$ cat config.mk
export PLATFORM = sky130hd
export DESIGN_NAME = fifo_burst_reader
export DESIGN_NICKNAME = d
export VERILOG_FILES = /design/src/rtl/fifo_pkg.sv /design/src/rtl/skid_buffer2.sv /design/src/rtl/fifo_burst_reader.sv
export SDC_FILE = /design/constraint.sdc
export NUM_CORES = 1
export LEC_CHECK = 0
export ABC_CLOCK_PERIOD_IN_PS = 5440
export CAP_MARGIN = 20
export CORE_MARGIN = 2
export CORE_UTILIZATION = 35
export CTS_CLUSTER_SIZE = 10
export DETAILED_ROUTE_END_ITERATION = 8
export GPL_TIMING_DRIVEN = 0
export HOLD_SLACK_MARGIN = 0.02
export PLACE_DENSITY_LB_ADDON = 0.12
export SLEW_MARGIN = 20
export SYNTH_ARGS = -nofsm -noshare
export SYNTH_HDL_FRONTEND = slang
export SYNTH_SLANG_ARGS = --single-unit
$ cat constraint.sdc
create_clock -name clk_rd -period 5.44 [get_ports clk_rd]
set_input_delay 0.544 -clock clk_rd [delete_from_list [all_inputs] [get_ports clk_rd]]
set_output_delay 0.544 -clock clk_rd [all_outputs]
set_load 0.02 [all_outputs]
$ cat src/rtl/fifo_pkg.sv
// Shared widths and read-side burst FSM state encoding for the FIFO datapath.
package fifo_pkg;
    localparam int DATA_WIDTH = 8;
    localparam int ADDR_WIDTH = 4;
    localparam int LEN_WIDTH  = 8;

    typedef enum logic [1:0] {
        IDLE   = 2'd0,
        READ   = 2'd1,
        ABORT  = 2'd2,
        FINISH = 2'd3
    } rdr_state_t;
endpackage

$ cat src/rtl/skid_buffer2.sv
// Two-entry synchronous FIFO with occupancy output; drains on a valid/ready port.
module skid_buffer2 #(
    parameter int WIDTH = 8
) (
    input  logic             i_clk,
    input  logic             i_rst,
    input  logic             i_flush,
    input  logic             i_push,
    input  logic [WIDTH-1:0] i_push_data,
    output logic             o_valid,
    output logic [WIDTH-1:0] o_data,
    input  logic             i_ready,
    output logic [1:0]       o_occ
);
    logic [WIDTH-1:0] r_mem [2];
    logic             r_rd_ptr;
    logic             r_wr_ptr;
    logic [1:0]       r_occ;
    logic             w_pop;
    logic             w_push;

    assign w_pop   = (r_occ != 2'd0) && i_ready;
    // A push into a full buffer is only legal when the head leaves the same cycle.
    assign w_push  = i_push && ((r_occ != 2'd2) || w_pop);
    assign o_valid = (r_occ != 2'd0);
    assign o_data  = r_mem[r_rd_ptr];
    assign o_occ   = r_occ;

    always_ff @(posedge i_clk) begin
        if (i_rst) begin
            r_mem[0] <= '0;
            r_mem[1] <= '0;
            r_rd_ptr <= 1'b0;
            r_wr_ptr <= 1'b0;
            r_occ    <= 2'd0;
        end else if (i_flush) begin
            r_rd_ptr <= 1'b0;
            r_wr_ptr <= 1'b0;
            r_occ    <= 2'd0;
        end else begin
            if (w_push) begin
                r_mem[r_wr_ptr] <= i_push_data;
                r_wr_ptr        <= ~r_wr_ptr;
            end
            if (w_pop) begin
                r_rd_ptr <= ~r_rd_ptr;
            end
            case ({w_push, w_pop})
                2'b10:   r_occ <= r_occ + 2'd1;
                2'b01:   r_occ <= r_occ - 2'd1;
                default: r_occ <= r_occ;
            endcase
        end
    end
endmodule

$ cat src/rtl/fifo_burst_reader.sv
// Drains a programmed burst from the FIFO read port onto a valid/ready stream.
// Stream: a word moves when m_valid && m_ready; m_valid/m_data/m_last hold while stalled.
module fifo_burst_reader #(
    parameter int DATA_WIDTH = fifo_pkg::DATA_WIDTH,
    parameter int LEN_WIDTH  = fifo_pkg::LEN_WIDTH
) (
    input  logic                  clk_rd,
    input  logic                  rst,
    input  logic                  start,
    input  logic [LEN_WIDTH-1:0]  burst_len,
    input  logic                  abort,
    input  logic                  empty,
    input  logic [DATA_WIDTH-1:0] data_out,
    output logic                  rd_en,
    output logic                  m_valid,
    output logic [DATA_WIDTH-1:0] m_data,
    output logic                  m_last,
    input  logic                  m_ready,
    output logic                  busy,
    output logic                  done,
    output logic                  aborted,
    output logic [LEN_WIDTH-1:0]  words_out,
    output fifo_pkg::rdr_state_t  o_state
);
    import fifo_pkg::*;

    rdr_state_t           r_state;
    rdr_state_t           w_next;
    logic [LEN_WIDTH-1:0] r_issue_rem;
    logic [LEN_WIDTH-1:0] r_beat_rem;
    logic [LEN_WIDTH-1:0] r_len;
    logic [LEN_WIDTH-1:0] r_words_out;
    logic                 r_inflight;
    logic [1:0]           w_occ;
    logic                 w_xfer;
    logic                 w_last_xfer;
    logic                 w_credit_ok;
    logic                 w_rd_en;
    logic                 w_flush;
    logic                 w_done;
    logic                 w_aborted;

    assign w_xfer      = m_valid && m_ready;
    assign w_last_xfer = w_xfer && (r_beat_rem == LEN_WIDTH'(1));
    // Credit counts the read already in flight so the skid can never overflow.
    assign w_credit_ok = (({1'b0, w_occ} + {2'b00, r_inflight}) < (3'd2 + {2'b00, w_xfer}));
    assign w_rd_en     = !rst && (r_state == READ) && !abort && !empty &&
                         (r_issue_rem != '0) && w_credit_ok;
    assign w_flush     = (r_state == ABORT) || ((r_state == READ) && abort && !w_last_xfer);

    skid_buffer2 #(.WIDTH(DATA_WIDTH)) u_skid (
        .i_clk       (clk_rd),
        .i_rst       (rst),
        .i_flush     (w_flush),
        .i_push      (r_inflight),
        .i_push_data (data_out),
        .o_valid     (m_valid),
        .o_data      (m_data),
        .i_ready     (m_ready),
        .o_occ       (w_occ)
    );

    always_comb begin
        w_next    = r_state;
        w_done    = 1'b0;
        w_aborted = 1'b0;
        case (r_state)
            IDLE: begin
                if (start) w_next = (burst_len == '0) ? FINISH : READ;
            end
            READ: begin
                if (w_last_xfer) w_next = FINISH;
                else if (abort)  w_next = ABORT;
            end
            FINISH: begin
                w_done = 1'b1;
                w_next = IDLE;
            end
            ABORT: begin
                if (!r_inflight) begin
                    w_aborted = 1'b1;
                    w_next    = IDLE;
                end
            end
            default: w_next = IDLE;
        endcase
    end

    always_ff @(posedge clk_rd) begin
        if (rst) begin
            r_state     <= IDLE;
            r_issue_rem <= '0;
            r_beat_rem  <= '0;
            r_len       <= '0;
            r_words_out <= '0;
            r_inflight  <= 1'b0;
        end else begin
            r_state    <= w_next;
            r_inflight <= w_rd_en;
            if ((r_state == IDLE) && start) begin
                r_issue_rem <= burst_len;
                r_beat_rem  <= burst_len;
                r_len       <= burst_len;
                r_words_out <= '0;
            end else begin
                if (w_rd_en) r_issue_rem <= r_issue_rem - LEN_WIDTH'(1);
                if (w_xfer) begin
                    if (r_beat_rem != '0)     r_beat_rem  <= r_beat_rem - LEN_WIDTH'(1);
                    if (r_words_out != r_len) r_words_out <= r_words_out + LEN_WIDTH'(1);
                end
            end
        end
    end

    assign rd_en     = w_rd_en;
    assign m_last    = m_valid && (r_beat_rem == LEN_WIDTH'(1));
    assign busy      = (r_state != IDLE);
    assign done      = w_done;
    assign aborted   = w_aborted;
    assign words_out = r_words_out;
    assign o_state   = r_state;
endmodule

==> results.yml <==
setup_path:
  cp.required_ns: 4.90
  cpMostUsedCell: "clkdlybuf4s50_1"
  critPathKind: "input port to output pin"
  r2r_setup_slack_ns: 3.04
  reg2reg_depth: 5
  path_cells: "clkdlybuf4s50_1 -> o21ai_2 -> o21a_4 -> nor3_4 -> buf_6 -> clkdlybuf4s50_1"
  slowest_stage: "clkdlybuf4s50_1"
  critPathMaxStageDelay_ns: 0.66
  reg2reg_from: "r_beat_rem[4]"
  critPathCaptureType: "output pin"
  crit_arrival_ns: 2.63
  cp-start-kind: "input port"
  rr_endpoint: "u_skid.r_mem[1][7]"
  cp_max_fo: 10
die:
  core_area_um2: 8180
  die-area_um2: 9160
  row_count: 33
  fp.dieH_um: 95.7
  io-pin-count: 46
  die_x_um: 95.7
  start_util_pct: 36.0
cells_and_area:
  fin_nets: 387
  fill_cells: 833
  num_antenna_cells: 0
  register_area_um2: 1280
  mostFrequentLayoutCells: "clkdlybuf4s50_1, dfxtp_1, nand2_1, nor2_1, a21oi_1"
  multiInputGateArea_um2: 1560
  final_common_cell: "clkdlybuf4s50_1"
  syn_to_final_growth_pct: 23.2
  drive_gt1_share_pct: 12.6
timing:
  setup-tns-final_ns: 0
  slew_viol_final: 0
  final.period_utilization_pct: 58.4
  hold_viol_final: 0
  slew_headroom_pct: 45.2
  final.min_clock_period_ns: 3.18
  tightest_slew_ns: 0.816
  skew_ns: 0.00298
  whs_ns: 0.476
  rsz0062_at_grt: "false"
  fmax_ghz: 0.315
  finalSetupViolCount: 0
synthesis:
  synth_warnings: 0
  synth.avg_cell_area_um2: 9.65
  syn-instance-count: 305
  ys_types: 54
  synthesis.area_um2: 2940
  synth_ff_type: "dfxtp_1"
  synth-edff-count: 16
  yosys_register_bits: 56
  yosys-top-cells-area: "dfxtp_1, edfxtp_1, nand2_1, mux2_2, and2_1"
  synth_top_area_cell: "dfxtp_1"
  ys_async_sr_fraction_pct: 0
  ys_seq_area_share_pct: 43.5
  synth_top_area_share_pct: 27.2
  syn_nets: 335
hold_path:
  hp-class: "flip-flop to flip-flop"
  hp-start: "r_len[5]"
  hold-path-endpoint: "r_len[5]"
  worstHoldPathCells: 2
grt:
  grt_pass1_wl_mm: 11.1
  gr-total-overflow: 0
  grt_pass1_vias: 2334
  grt_max_degree: 19
  grt_antenna_before_repair: 0
  grt_usage_pct: 15.6
routing:
  drt-total-wl_mm: 6.66
  drtPass1Iterations: 4
  wl_per_cell_um: 14.4
  vias: 2365
  drtIter0Drc: 61
  detail-route-antenna-nets: 0
  vias_per_cell: 5.11
  drc: 0
job:
  drv_cap: 0
power:
  power_density_nw_per_um2: 245
  power.internal_uw: 621
  pwr-share-comb_pct: 20.5
  power_uw: 888
  clockPowerShare_pct: 26.4
  power.sequential.fraction_pct: 53.1
  switchingPower_uw: 267
  vdd_drop_max_mv: 0.108
  swShare_pct: 30.1
  leakage_nw: 1.33
run_status:
  status: "finished, final reports clean"
clock_tree:
  cts_resized: 0
  insertion_delay_ns: 0.31
  cts_hold_buf: 0
  clk_path_buf_depth: 2
  path_clk_slew_ns: 0.10
  post-cts-setup-buffers: 0
  cts.htree.levels: 2
  cts_buffers: 5
  clockRootBuffer: "clkbuf_8"
  cts_num_sinks: 56
  cts_tree: "done"
place:
  place.gp.congestion: 0.844
  hpwl_mm: 5.02
  io_buffers: 45
## cell families (layout without fill, tap and decap cells)
| kind of cell | count (synthesis) | after routing | synth area share [%] |
|---|---|---|---|
| adders and majority gates | 8 | 8 | 3.40 |
| AOI/OAI and AO/OA | 59 | 59 | 14.0 |
| buffers and inverters | 24 | 77 | 3.74 |
| muxes | 13 | 13 | 4.84 |
| and+or+nand+nor | 125 | 125 | 24.5 |
| xor gates and xnor gates | 20 | 20 | 5.95 |
| DFF | 56 | 56 | 43.5 |
## sequential cells by signal, indices dropped and copies added, names as in the netlist, named ones only
name and count:
u_skid.r_mem 16, r_beat_rem 8, r_issue_rem 8, r_len 8
words_out 8, o_state 2, u_skid.o_occ 2, r_inflight 1
u_skid.r_rd_ptr 1, u_skid.r_wr_ptr 1
## per-stage QoR
| stage | utilization (%) | area (µm²) | cells | setup WS (ns) |
|---|---|---|---|---|
| final | 44.4 | 3630 | 463 | 2.26 |
| after global routing | 44.4 | 3630 | 463 | 2.18 |
| after CTS | 44.4 | 3630 | 463 | 2.26 |
| after detailed placement | 43.3 | 3540 | 455 | 2.27 |
| after global placement | 43.1 | 3530 | 455 | 2.22 |
| after floorplan | - | 2940 | 305 | 3.17 |
## layer usage
layer / share of wire (%) / global-route usage [%] / wire, µm
met5: 0 / 0 / 0
met4: 1.6 / 6.07 / 107
met3: 4.6 / 2.90 / 308
met2: 46 / 24.4 / 3060
met1: 48 / 21.5 / 3190
## worst max-delay path: cells and delay by family
| family | cells | cell delay (ns) |
|---|---|---|
| and+or+nand+nor | 1 | 0.19 |
| AOI/OAI and AO/OA | 2 | 0.47 |
| buffers and inverters | 3 | 1.43 |
## layout make-up
class / instances / share of cell area [%]
Buffer: 13 / 1.90
Clock buffer: 5 / 1.90
Clock inverter: 3 / 0.621
Inverter: 11 / 1.14
Multi-Input combinational cell: 225 / 43.1
Sequential cell: 56 / 35.3
Tap cell: 105 / 3.62
Timing Repair Buffer: 45 / 12.4
## Yosys cell counts, types with 3 or more instances
cell type   n
a211oi_1    5
a21oi_1    19
a31oi_1     5
and2_1     17
clkbuf_1    7
dfxtp_1    40
edfxtp_1   16
ha_1        8
inv_1      11
mux2_2     10
mux2i_1     3
nand2_1    33
nand3_1     9
nand4_1     4
nor2_1     21
nor3_1     11
nor4_1      6
nor4_2      3
nor4_4      3
o21ai_0     9
o31ai_1     3
xnor2_1     9
xor2_1     11
## worst max-delay path by stage
| stage | start | end | slack, ns | cells after the start |
|---|---|---|---|---|
| after global placement | m_ready | u_skid.r_mem[1][0] | 2.22 | 5 |
| after CTS | m_ready | rd_en | 2.26 | 6 |
| after global routing | m_ready | rd_en | 2.18 | 6 |
| final | m_ready | rd_en | 2.26 | 6 |
| after detailed placement | m_ready | rd_en | 2.27 | 6 |
| after floorplan | r_beat_rem[4] | u_skid.r_mem[0][0] | 3.17 | 5 |
## power groups by stage
stage | Combinational, mW | Clock, mW | Sequential (mW)
finish | 0.182 | 0.234 | 0.472
CTS | 0.183 | 0.243 | 0.471
detailed placement | 0.182 | 0 | 0.481
floorplan | 0.118 | 0 | 0.479
global placement | 0.181 | 0 | 0.481
global route | 0.202 | 0.258 | 0.475
Note: power is estimated with default switching activity, not from simulation.
